**src/rtl/ps2_pkg.sv**
```systemverilog
// rtl/ps2_pkg.sv - shared PS/2 constants, FSM encoding and frame helper
//
// Purpose: constants and types shared by the PS/2 keyboard transmitter, its
// frame serialiser and the scan-code receiver side.
// Contents:
//   PS2_BREAK, PS2_EXT  Set-2 prefix bytes (F0 break, E0 extended)
//   PS2_FRAME_BITS      bits per PS/2 frame (start, 8 data, parity, stop)
//   ps2_state_e         IDLE/LOAD/SEND_HI/SEND_LO/GAP state encoding
//   ps2_frame()         builds the 11-bit frame, bit 0 goes out first
package ps2_pkg;

  localparam logic [7:0] PS2_BREAK      = 8'hF0;
  localparam logic [7:0] PS2_EXT        = 8'hE0;
  localparam int         PS2_FRAME_BITS = 11;

  typedef enum logic [2:0] {
    ST_IDLE    = 3'd0,
    ST_LOAD    = 3'd1,
    ST_SEND_HI = 3'd2,
    ST_SEND_LO = 3'd3,
    ST_GAP     = 3'd4
  } ps2_state_e;

  // {stop, odd parity, d7..d0, start}
  function automatic logic [PS2_FRAME_BITS-1:0] ps2_frame(input logic [7:0] b);
    return {1'b1, ~^b, b, 1'b0};
  endfunction

endpackage

```
**src/rtl/ps2_frame_ser.sv**
```systemverilog
// rtl/ps2_frame_ser.sv - serialises one byte as an 11-bit PS/2 device frame
//
// Purpose: on start_i, shifts out start/d0..d7/parity/stop. Each bit drives
// data while the clock is high for CLK_DIV cycles, then low for CLK_DIV.
// Ports:
//   clk, rst          system clock, synchronous active-low reset
//   start_i           begin a frame with byte_i (taken only when idle)
//   abort_i           drop the frame at once, lines back to idle-high
//   byte_i            byte to send
//   busy_o            frame in progress
//   last_o            final cycle of the stop bit's low phase
//   ps2_clk_o/data_o  registered PS/2 lines
module ps2_frame_ser
  import ps2_pkg::*;
#(
  parameter int CLK_DIV = 4
) (
  input  logic       clk,
  input  logic       rst,
  input  logic       start_i,
  input  logic       abort_i,
  input  logic [7:0] byte_i,
  output logic       busy_o,
  output logic       last_o,
  output logic       ps2_clk_o,
  output logic       ps2_data_o
);

  localparam logic [11:0] PHASE_TOP = 12'(CLK_DIV - 1);
  localparam logic [3:0]  LAST_BIT  = 4'(PS2_FRAME_BITS - 1);

  ps2_state_e                st_q;
  logic [11:0]               phase_q;
  logic [3:0]                bit_idx_q;
  logic [PS2_FRAME_BITS-1:0] frame_q;
  logic                      clk_q;
  logic                      data_q;

  always_ff @(posedge clk) begin
    if (!rst) begin
      st_q      <= ST_IDLE;
      phase_q   <= '0;
      bit_idx_q <= '0;
      frame_q   <= '1;
      clk_q     <= 1'b1;
      data_q    <= 1'b1;
    end else if (abort_i) begin
      st_q   <= ST_IDLE;
      clk_q  <= 1'b1;
      data_q <= 1'b1;
    end else begin
      case (st_q)
        ST_IDLE: begin
          if (start_i) begin
            frame_q   <= ps2_frame(byte_i);
            data_q    <= 1'b0;
            clk_q     <= 1'b1;
            phase_q   <= PHASE_TOP;
            bit_idx_q <= '0;
            st_q      <= ST_SEND_HI;
          end
        end
        ST_SEND_HI: begin
          if (phase_q == 12'd0) begin
            clk_q   <= 1'b0;
            phase_q <= PHASE_TOP;
            st_q    <= ST_SEND_LO;
          end else begin
            phase_q <= phase_q - 12'd1;
          end
        end
        ST_SEND_LO: begin
          if (phase_q == 12'd0) begin
            if (bit_idx_q < LAST_BIT) begin
              // frame_q[0] is the bit on the wire; the next one sits at [1]
              bit_idx_q <= bit_idx_q + 4'd1;
              data_q    <= frame_q[1];
              frame_q   <= {1'b1, frame_q[PS2_FRAME_BITS-1:1]};
              clk_q     <= 1'b1;
              phase_q   <= PHASE_TOP;
              st_q      <= ST_SEND_HI;
            end else begin
              clk_q  <= 1'b1;
              data_q <= 1'b1;
              st_q   <= ST_IDLE;
            end
          end else begin
            phase_q <= phase_q - 12'd1;
          end
        end
        default: st_q <= ST_IDLE;
      endcase
    end
  end

  assign busy_o     = (st_q != ST_IDLE);
  // Lets the sequencer enter its gap on the same edge the lines go idle
  assign last_o     = (st_q == ST_SEND_LO) && (phase_q == 12'd0) && (bit_idx_q == LAST_BIT);
  assign ps2_clk_o  = clk_q;
  assign ps2_data_o = data_q;

endmodule

```
**src/rtl/ps2_keyboard_tx.sv**
```systemverilog
// rtl/ps2_keyboard_tx.sv - device-side PS/2 keyboard event transmitter
//
// Purpose: accepts one key event per handshake and sends its Set-2 byte
// sequence ({code}, {E0,code}, {F0,code} or {E0,F0,code}) as PS/2 frames,
// with GAP_CYC idle-high cycles after every byte.
// Ports:
//   clk, rst             system clock, synchronous active-low reset
//   key_valid            event request, taken when ready=1
//   key_code             Set-2 scan code
//   key_ext, key_release E0 prefix / F0 (break) prefix
//   inhibit              host holding the PS/2 clock low
//   ready                idle, can accept an event
//   done                 one-cycle pulse when the last byte's gap ends
//   ps2_clk, ps2_data    PS/2 lines, idle high
module ps2_keyboard_tx
  import ps2_pkg::*;
#(
  parameter int CLK_DIV = 4,
  parameter int GAP_CYC = 8
) (
  input  logic       clk,
  input  logic       rst,
  input  logic       key_valid,
  input  logic [7:0] key_code,
  input  logic       key_ext,
  input  logic       key_release,
  input  logic       inhibit,
  output logic       ready,
  output logic       done,
  output logic       ps2_clk,
  output logic       ps2_data
);

  localparam logic [11:0] GAP_TOP = 12'(GAP_CYC - 1);

  // ST_SEND_HI here covers the whole frame; the serialiser owns the HI/LO split
  ps2_state_e  state_q;
  logic [23:0] buf_q;    // next byte to send always in [7:0]
  logic [1:0]  cnt_q;    // bytes not yet completed, including the current one
  logic [11:0] gap_q;
  logic        ready_q;
  logic        done_q;

  logic ser_start;
  logic ser_abort;
  logic ser_busy;
  logic ser_last;

  assign ser_start = (state_q == ST_LOAD) && !inhibit;
  assign ser_abort = (state_q == ST_SEND_HI) && inhibit;

  ps2_frame_ser #(
    .CLK_DIV(CLK_DIV)
  ) u_ser (
    .clk       (clk),
    .rst       (rst),
    .start_i   (ser_start),
    .abort_i   (ser_abort),
    .byte_i    (buf_q[7:0]),
    .busy_o    (ser_busy),
    .last_o    (ser_last),
    .ps2_clk_o (ps2_clk),
    .ps2_data_o(ps2_data)
  );

  always_ff @(posedge clk) begin
    if (!rst) begin
      state_q <= ST_IDLE;
      buf_q   <= '0;
      cnt_q   <= '0;
      gap_q   <= '0;
      ready_q <= 1'b1;
      done_q  <= 1'b0;
    end else begin
      done_q <= 1'b0;
      case (state_q)
        ST_IDLE: begin
          // Accept wins over inhibit; LOAD then waits for the bus
          if (key_valid) begin
            case ({key_ext, key_release})
              2'b00: begin buf_q <= {16'h0000, key_code};            cnt_q <= 2'd1; end
              2'b10: begin buf_q <= {8'h00, key_code, PS2_EXT};      cnt_q <= 2'd2; end
              2'b01: begin buf_q <= {8'h00, key_code, PS2_BREAK};    cnt_q <= 2'd2; end
              default: begin buf_q <= {key_code, PS2_BREAK, PS2_EXT}; cnt_q <= 2'd3; end
            endcase
            ready_q <= 1'b0;
            state_q <= ST_LOAD;
          end
        end
        ST_LOAD: begin
          if (!inhibit) state_q <= ST_SEND_HI;
        end
        ST_SEND_HI: begin
          if (inhibit) begin
            // Byte stays at buf_q[7:0], so LOAD resends it from its start bit
            state_q <= ST_LOAD;
          end else if (ser_last) begin
            buf_q   <= {8'h00, buf_q[23:8]};
            cnt_q   <= cnt_q - 2'd1;
            gap_q   <= GAP_TOP;
            state_q <= ST_GAP;
          end else if (!ser_busy) begin
            state_q <= ST_LOAD;
          end
        end
        ST_GAP: begin
          if (!inhibit) begin
            if (gap_q == 12'd0) begin
              if (cnt_q != 2'd0) begin
                state_q <= ST_LOAD;
              end else begin
                state_q <= ST_IDLE;
                ready_q <= 1'b1;
                done_q  <= 1'b1;
              end
            end else begin
              gap_q <= gap_q - 12'd1;
            end
          end
        end
        default: state_q <= ST_IDLE;
      endcase
    end
  end

  assign ready = ready_q;
  assign done  = done_q;

endmodule

```
**config.mk**
```make
export PLATFORM = sky130hd
export DESIGN_NAME = ps2_keyboard_tx
export DESIGN_NICKNAME = d
export VERILOG_FILES = /design/src/rtl/ps2_pkg.sv /design/src/rtl/ps2_frame_ser.sv /design/src/rtl/ps2_keyboard_tx.sv
export SDC_FILE = /design/constraint.sdc
export NUM_CORES = 1
export LEC_CHECK = 0
export ABC_AREA = 1
export BUFFER_PORTS_ARGS = -buffer_cell sky130_fd_sc_hd__buf_2
export CORE_MARGIN = 2
export CORE_UTILIZATION = 30
export DETAILED_ROUTE_END_ITERATION = 7
export SYNTH_ARGS = -nofsm -noshare
export SYNTH_HDL_FRONTEND = slang
export SYNTH_SLANG_ARGS = --single-unit
```
**constraint.sdc**
```tcl
create_clock -name clk -period 2.8 [get_ports clk]
set_clock_uncertainty 0.2 [all_clocks]
set_input_delay 0.56 -clock clk [delete_from_list [all_inputs] [get_ports clk]]
set_output_delay 0.56 -clock clk [all_outputs]
set_load 0.05 [all_outputs]
```
# [Word level (Yosys, flattened, before mapping)]
# Cells that the tools add are included.
[word_totals] in_bits=14 output_inout_bits=4 reg_bits=75
[op_classes] n_lt_le_gt_ge=1 addsub=4 reduce_logical=30 bitwise_logic=4 n_eq_ne=22 n_mux=56
[op_table] cell="$mux 12" n=8
[op_table] cell="$mux 24" n=3
[op_table] cell="$pmux 24 s3" n=1
[op_table] cell="$pmux 24 s2" n=1
[op_table] cell="$pmux 12 s3" n=1
[op_table] cell="$mux 11" n=3
[op_table] cell="$mux 3" n=10
[op_table] cell="$logic_not 12->1" n=2
[op_table] cell="$pmux 12 s2" n=1
[op_table] cell="$sub 12x1->12 const B" n=2
[op_table] cell="$pmux 11 s2" n=1
[op_table] cell="$reduce_and 5->1" n=4
[op_table] cell="$ne 2x2->1 const B" n=9
[op_table] cell="$mux 1" n=12
[op_table] cell="$mux 4" n=3
[op_table] cell="$pmux 3 s4" n=1
[op_table] cell="$reduce_and 4->1" n=3
[op_table] cell="$reduce_bool 2->1" n=5
[op_table] cell="$eq 3x2->1 const B" n=3
[op_table] cell="$pmux 3 s3" n=1
[op_table] cell="$mux 2" n=4
[op_table] cell="$pmux 2 s2" n=2
[op_table] cell="$pmux 4 s2" n=1
[op_table] cell="$reduce_xnor 8->1" n=1
[op_table] cell="22 further kinds" n=35

# [Logic depth before layout (Yosys ltp)]
# Gate-level depths: netlist of run 1.
[depth] word_depth=6 ltp_mapped=12 mapped_depth_nobuf=11

# [Modules after synthesis]
# Synthesis of run 1 repeated with hierarchy kept, for this count alone.
[hier_totals] cells_unflattened=683 hier_area_um2=4286.6
[by_module_without_submodules] mod="ps2_keyboard_tx" cells_each=398 n_inst=1 area_per_inst_um2=2466.1 seq_area_each_um2=860.8
[by_module_without_submodules] mod="ps2_frame_ser" cells_each=285 n_inst=1 area_per_inst_um2=1820.5 seq_area_each_um2=580.6

# [Least setup slack after synthesis of run 1]
# Ideal clock, no wire load.
[synth_path] kind="in2reg" from="in inhibit" to="reg u_ser.frame_q[2]" setup_slack_ns=0.901 t_arrival_ns=1.565 path_stages=10 required_time_ns=2.466 cell_sequence="buf_2 inv_1 nand2_1 nand2_1 inv_1 nor2_1 nand3_2 buf_2 nand2_1 nand3_1"
[synth_between] elab_chain_len=4
[synth_lines] item="start: declaration" line="ps2_keyboard_tx.sv:27" source="input logic inhibit,"
[synth_lines] item="$logic_not 1->1"
[synth_lines] item="$logic_and 1x1->1" line="ps2_keyboard_tx.sv:49" source="assign ser_start = (state_q == ST_LOAD) && !inhibit;"
[synth_lines] item="$ne 2x2->1 (no line)"
[synth_lines] item="$reduce_and 5->1 (no line) *"
[synth_lines] item="end signal: assignment" line="ps2_frame_ser.sv:55" source="frame_q <= ps2_frame(byte_i);"
[synth_lines] item="end signal: assignment" line="ps2_frame_ser.sv:78" source="frame_q <= {1'b1, frame_q[PS2_FRAME_BITS-1:1]};"
[synth_lines] item="end: declaration" line="ps2_frame_ser.sv:35" source="logic [PS2_FRAME_BITS-1:0] frame_q;"
# Every way passes the cells marked *; elsewhere a longest branch is shown, timed or not.
# A chain may end at the register's enable or synchronous reset.

# [Worst setup path after layout of run 1]
[layout_path] from="reg u_ser.phase_q[0]" to="reg u_ser.bit_idx_q[1]"
[layout_between] elab_chain_len=3
[layout_lines] item="start: declaration" line="ps2_frame_ser.sv:33" source="logic [11:0] phase_q;"
[layout_lines] item="start signal: assignment" line="ps2_frame_ser.sv:69" source="phase_q <= phase_q - 12'd1;"
[layout_lines] item="start signal: assignment" line="ps2_frame_ser.sv:88" source="phase_q <= phase_q - 12'd1;"
[layout_lines] item="$logic_not 12->1" line="ps2_frame_ser.sv:73" source="if (phase_q == 12'd0) begin"
[layout_lines] item="$ne 2x1->1 (no line)"
[layout_lines] item="$reduce_and 5->1 (no line)"
[layout_lines] item="end signal: assignment" line="ps2_frame_ser.sv:76" source="bit_idx_q <= bit_idx_q + 4'd1;"
[layout_lines] item="end: declaration" line="ps2_frame_ser.sv:34" source="logic [3:0] bit_idx_q;"
# Every way passes these cells.

==> results of run 1 <==
==> Yosys cell counts <==
master / number / area share, %
nor3_1: 5 / 0.59
buf_6: 4 / 1.1
nor3_2: 1 / 0.24
inv_1: 57 / 5.0
inv_2: 6 / 0.53
o21ai_1: 2 / 0.24
mux2i_1: 1 / 0.24
nand3_2: 2 / 0.47
nand3b_1: 1 / 0.18
nor2_1: 99 / 8.7
inv_4: 1 / 0.15
clkbuf_1: 13 / 1.1
nand3_1: 54 / 6.4
nand2_1: 192 / 17
nand2_4: 2 / 0.53
nand4_1: 15 / 2.2
buf_1: 3 / 0.26
nor2_8: 1 / 0.47
nor3b_1: 1 / 0.18
o21ai_4: 1 / 0.38
ha_1: 15 / 4.4
nand2_2: 5 / 0.74
xor2_1: 6 / 1.2
buf_2: 5 / 0.59
nand3_4: 2 / 0.82
o21bai_2: 1 / 0.26
a21oi_1: 34 / 4.0
dfxtp_1: 72 / 34
o21ai_0: 39 / 4.6
or2_1: 1 / 0.15
buf_4: 1 / 0.18
o21bai_1: 1 / 0.18
o21a_1: 2 / 0.35
o211ai_1: 2 / 0.35
nor2_4: 2 / 0.53
xnor2_1: 6 / 1.2
nor2_2: 3 / 0.44
clkinv_1: 1 / 0.088
==> stage by stage <==
step | utilization (%) | power (W) | std cells | worst slack [ns] | hold WS, ns
after global routing | 34.53 | 0.006362 | 851 | 0.3579 | 0.2737
after global placement | 32.14 | 0.004513 | 835 | 0.4526 | 0.2369
final | 34.53 | 0.005790 | 851 | 0.5616 | 0.2486
after CTS | 34.53 | 0.005831 | 851 | 0.5436 | 0.2511
after floorplan | - | 0.004058 | 659 | 0.9010 | 0.2216
after detailed placement | 32.14 | 0.004520 | 835 | 0.4422 | 0.2427
==> final timing paths <==
| kind | from | end | slack [ns] | cells after the start |
|---|---|---|---|---|
| worst max-delay path | u_ser.phase_q[0] | u_ser.bit_idx_q[1] | 0.56 | 10 |
| worst min register to register | u_ser.phase_q[0] | u_ser.phase_q[0] | 0.25 | 1 |
| worst min-delay path | u_ser.phase_q[0] | u_ser.phase_q[0] | 0.25 | 1 |
| worst max register to register | u_ser.phase_q[0] | u_ser.bit_idx_q[1] | 0.56 | 10 |
==> logic make-up (layout without fill, tap and decap cells) <==
family,count (synthesis),count (layout),share of synthesized area (%)
adders and majority gates,15,15,4.414
DFF,72,72,33.90
and+or+nand+nor,386,386,39.58
buffers and inverters,91,103,9.035
muxes,1,1,0.2354
xor gates and xnor gates,12,12,2.472
AOI/OAI and AO/OA,82,82,10.36
==> per-layer routing <==
layer,GRT usage (%),vias up,share of wire (%)
li1,-,2114,-
met1,18.93,1747,51
met2,20.41,56,43
met3,3.275,14,4.1
met4,6.179,0,2.4
met5,0,-,0
==> sequential cells by signal (all words and copies together) (netlist names) <==
signal            cells
u_ser.ps2_data_o      1
u_ser.phase_q        12
ready                 1
done                  1
state_q               3
u_ser.frame_q         9
cnt_q                 2
buf_q                24
gap_q                12
u_ser.ps2_clk_o       1
u_ser.bit_idx_q       4
u_ser.st_q            2
==> power by group <==
part | switching (W) | internal, W | leakage [nW]
combinational | 0.00191 | 0.000967 | 1.44
sequential | 0.000242 | 0.00139 | 0.591
clock | 0.000450 | 0.000827 | 0.165
==> worst max-delay path, cell delays in order, from the launching register on <==
cell and delay [ns]:
dfxtp_1 0.31, inv_1 0.07, ha_1 0.27, nand2_4 0.10, nor2_8 0.17, nand2_1 0.14
nand2_1 0.12, nand3_2 0.29, inv_2 0.28, nand2_1 0.07, a21oi_1 0.12
==> final cells by class <==
| class | instances | area (sq um) | area share, % |
|---|---|---|---|
| well taps | 180 | 225.2 | 4.699 |
| repair buffers | 22 | 122.6 | 2.558 |
| clock inverters | 5 | 78.83 | 1.644 |
| multi-input cells | 496 | 2426 | 50.61 |
| flip-flops and latches | 72 | 1441 | 30.07 |
| inverters | 65 | 246.5 | 5.142 |
| clock buffers | 11 | 252.7 | 5.273 |
==> impl_metrics.env, run 1 <==
export IMPL_fin_area_sq_um=4793
export IMPL_power_leakage_nw=2.194
export IMPL_postRouteAntennaNets=0
export IMPL_die_area_sq_um=15140
export IMPL_ctsRootBufferMaster="clkbuf_16"
export IMPL_final_cell_mix="nand2_1 (192), nor2_1 (99), dfxtp_1 (72), inv_1 (57), nand3_1 (54)"
export IMPL_drtIter0Drc=306
export IMPL_rsz0062_at_grt="false"
export IMPL_pwr_density_cell_nw_per_um2=1208
export IMPL_postCtsSetupBuffers=0
export IMPL_period_needed_ns=2.238
export IMPL_nFillCells=1521
export IMPL_finalHoldViolCount=0
export IMPL_synth_nets=688
export IMPL_ys_seq_elements=72
export IMPL_yosys_warnings=0
export IMPL_grt_usage_pct=13.77
export IMPL_cp_end_kind="flop"
export IMPL_std_cell_rows=43
export IMPL_critPathKind="flop to flop"
export IMPL_finalSetupViolCount=0
export IMPL_crit_path_max_fanout=15
export IMPL_cts_hold_buf=0
export IMPL_initial_core_util_pct=30.63
export IMPL_start_kind="flop"
export IMPL_cts_resized=0
export IMPL_clock_path_buffers=2
export IMPL_fin_crit_sh_pct=79.94
export IMPL_grt_first_pass_wirelength_mm=16.55
export IMPL_relSlewSlack_pct=48.12
export IMPL_synthToLayoutAreaGrowth_pct=12.74
export IMPL_core_region_area_sq_um=13880
export IMPL_fp_dieW_um=123.0
export IMPL_cts_max_level=3
export IMPL_syn_area_sq_um=4252
export IMPL_worst_pin_slew_ns=0.7773
export IMPL_layout_commonest_cell="nand2_1"
export IMPL_setup_tns_ns=0
export IMPL_boundaryPins=18
export IMPL_clk_pin_slew_worst_paths_ns=0.06
export IMPL_maxClockFrequency_mhz=446.7
export IMPL_outcome="finished clean"
export IMPL_drive_above_1_share_pct=9.687
export IMPL_vias_per_cell=4.619
export IMPL_detailed_place_hpwl_mm=6.657
export IMPL_first_pass_iters=4
export IMPL_slew_violations=0
export IMPL_grt_ovfl_total=0
export IMPL_grt_pass1_vias=3431
export IMPL_maxCapViolations=0
export IMPL_gp_congestion=0.7657
export IMPL_cts_num_sinks=72
export IMPL_hold_class="flop to flop"
export IMPL_clk_latency_ns=0.34
export IMPL_routedWlPerCell_um=11.41
export IMPL_tritoncts="built"
export IMPL_antenna_found_initial=0
export IMPL_vias=3931
export IMPL_required_ns=2.86
export IMPL_ys_seq_area_share_pct=33.90
export IMPL_place_area_sq_um=4462
export IMPL_synth_area_per_cell_sq_um=6.452
export IMPL_ir_worst_vdd_mv=0.4145
export IMPL_drc_errors=0
export IMPL_ys_types=38
export IMPL_cts_buffers=9
export IMPL_cp_arrival_ns=2.30
export IMPL_synthCells=659
export IMPL_io_buffers=17
export IMPL_nNetsFinal=695
export IMPL_grt_max_degree=44
export IMPL_fp_dieH_um=123.0
export IMPL_finalWirelength_mm=9.710
export IMPL_diodes=0
(Power assumes the default switching activity.)
==> run 2, diff against run 1 <==
==> constraint.sdc (replaced) <==
create_clock -name clk -period 2 [get_ports clk]
set_clock_uncertainty 0.2 [all_clocks]
set_input_delay 0.4 -clock clk [delete_from_list [all_inputs] [get_ports clk]]
set_output_delay 0.4 -clock clk [all_outputs]
set_load 0.05 [all_outputs]
==> run 2 against run 1 <==
Critical path depth up 2. Worst setup slack worse by 0.44 ns. Count of clock-buffer cells in the layout up 2. Flip-flop and latch count unchanged. Die area unchanged. Utilization up 2.0 points. Design area up 5.9%. Fmax up 19%. Routed wire length up 2.0%. Via count up 1.9%. Critical path type unchanged.
==> impl_metrics.env, run 2 (synthesis results as in run 1) <==
export IMPL_hold_class="input pin to flop"
export IMPL_detailed_place_hpwl_mm=6.787
export IMPL_crit_slowest_cell="dfxtp_1"
export IMPL_drtIter0Drc=328
export IMPL_pwr_density_cell_nw_per_um2=1676
export IMPL_die_area_sq_um=15140
export IMPL_finalSetupViolCount=0
export IMPL_use_met3_pct=4.013
export IMPL_start_kind="flop"
export IMPL_fin_area_sq_um=5075
export IMPL_pre_cts_slack_ns=0.02400
export IMPL_finalWirelength_mm=9.908
export IMPL_grt_max_degree=30
export IMPL_cp_end_kind="flop"
export IMPL_diodes=0
export IMPL_cp_num_buf_inv=3
export IMPL_worstPathCellList="inv_1 -> ha_2 -> nand2_4 -> nor2_8 -> nand3_4 -> o21ai_4 -> nand2_4 -> inv_4 -> buf_12 -> nand2_1 -> nand2_1 -> nor2_1"
export IMPL_cts_hold_buf=0
export IMPL_use_met1_pct=19.19
export IMPL_io_buffers=17
export IMPL_cts_buffers=9
export IMPL_gp_congestion=0.8218
export IMPL_largest_reg_flops=24
export IMPL_regArea_sq_um=1444
export IMPL_clock_path_buffers=2
export IMPL_fp_dieW_um=123.0
export IMPL_reg_top3="buf_q x24, gap_q x12, u_ser.phase_q x12"
export IMPL_relSlewSlack_pct=77.32
export IMPL_drive_above_1_share_pct=14.92
export IMPL_nFillCells=1489
export IMPL_setup_tns_ns=0
export IMPL_final_cell_mix="nand2_1 (191), nor2_1 (95), dfxtp_1 (70), inv_1 (56), nand3_1 (52)"
export IMPL_antenna_found_initial=0
export IMPL_tritoncts="built"
export IMPL_clk_pin_slew_worst_paths_ns=0.06
export IMPL_initial_core_util_pct=30.63
export IMPL_outcome="finished clean"
export IMPL_grt_met2_usage_pct=22.34
export IMPL_vias=4005
export IMPL_layout_commonest_cell="nand2_1"
export IMPL_std_cell_rows=43
export IMPL_cts_num_sinks=72
export IMPL_worst_pin_slew_ns=0.3380
export IMPL_hold_ws_ns=0.2224
export IMPL_crit_family="simple AND/OR/NAND/NOR gates"
export IMPL_boundaryPins=18
export IMPL_required_ns=2.03
export IMPL_core_region_area_sq_um=13880
export IMPL_postRouteAntennaNets=0
export IMPL_grt_ovfl_total=0
export IMPL_fin_ws_ns=0.1220
export IMPL_cp_slowest_stage_delay_ns=0.31
export IMPL_synthToLayoutAreaGrowth_pct=19.36
export IMPL_multiInputGateArea_sq_um=2520
export IMPL_place_area_sq_um=4644
export IMPL_maxClockFrequency_mhz=532.5
export IMPL_finalHoldViolCount=0
export IMPL_grt_pass1_vias=3675
export IMPL_vias_per_cell=4.567
export IMPL_slew_violations=0
export IMPL_routedWlPerCell_um=11.30
export IMPL_period_needed_ns=1.878
export IMPL_nNetsFinal=721
export IMPL_power_leakage_nw=2.320
export IMPL_first_pass_iters=4
export IMPL_largest_register="buf_q"
export IMPL_grt_usage_pct=14.25
export IMPL_ir_worst_vdd_mv=0.5267
export IMPL_grt_first_pass_wirelength_mm=17.22
export IMPL_ctsRootBufferMaster="clkbuf_16"
export IMPL_clk_latency_ns=0.34
export IMPL_rsz0062_at_grt="false"
export IMPL_grt_busiest_layer="met2"
export IMPL_maxCapViolations=0
export IMPL_critPathKind="flop to flop"
export IMPL_fin_crit_sh_pct=93.90
export IMPL_crit_path_max_fanout=20
export IMPL_cp_arrival_ns=1.91
export IMPL_drc_errors=0
export IMPL_fp_dieH_um=123.0
export IMPL_cts_max_level=3
-- run 2: through the flow --
step                std cells  power, W  utilization, %
finish                    877  0.008508           36.56
CTS                       872  0.008256           35.51
global route              877  0.009388           36.56
floorplan                 659  0.005681               -
detailed placement        856  0.006661           33.46
global placement          856  0.006653           33.46
-- run 2: layout make-up --
cell class	count	area share (%)
multi-input combinational	497	49.65
sequential	72	28.45
timing repair buffer	47	6.829
clock buffer	13	5.325
inverter	65	5.005
tap	180	4.438
clock inverter	3	0.2959
-- run 2: layer usage --
layer / share of wire [%] / wire [um] / vias to the layer above
li1: - / - / 2159
met1: 51 / 5056 / 1793
met2: 44 / 4391 / 45
met3: 3.8 / 372 / 8
met4: 0.89 / 88 / 0
met5: 0 / 0 / -
-- run 2: worst register-to-register path, stage by stage (launching register included) --
cell and delay (ns):
dfxtp_1 0.31, inv_1 0.08, ha_2 0.21, nand2_4 0.08, nor2_8 0.12, nand3_4 0.12, o21ai_4 0.20, nand2_4 0.08
inv_4 0.08, buf_12 0.15, nand2_1 0.07, nand2_1 0.05, nor2_1 0.04
-- run 2: final timing paths --
| check | slack, ns | endpoint | cells after the start | from |
|---|---|---|---|---|
| min | 0.22 | state_q[1] | 4 | inhibit |
| min reg2reg | 0.25 | u_ser.phase_q[0] | 1 | u_ser.phase_q[0] |
| max | 0.12 | buf_q[22] | 12 | u_ser.phase_q[0] |
| max reg2reg | 0.12 | buf_q[22] | 12 | u_ser.phase_q[0] |
-- run 2: what timing repair did --
| item | 4_1_cts | 5_1_grt |
|---|---|---|
| buffers inserted | 0 | 4 |
| gates resized for setup | 0 | 37 |
| setup endpoints to repair | 0 | 61 |
-- run 2: where the power goes --
part,leakage [nW],internal [W],switching [W]
sequential,0.592,0.00195,0.000344
combinational,1.58,0.00181,0.00286
clock,0.145,0.000935,0.000610
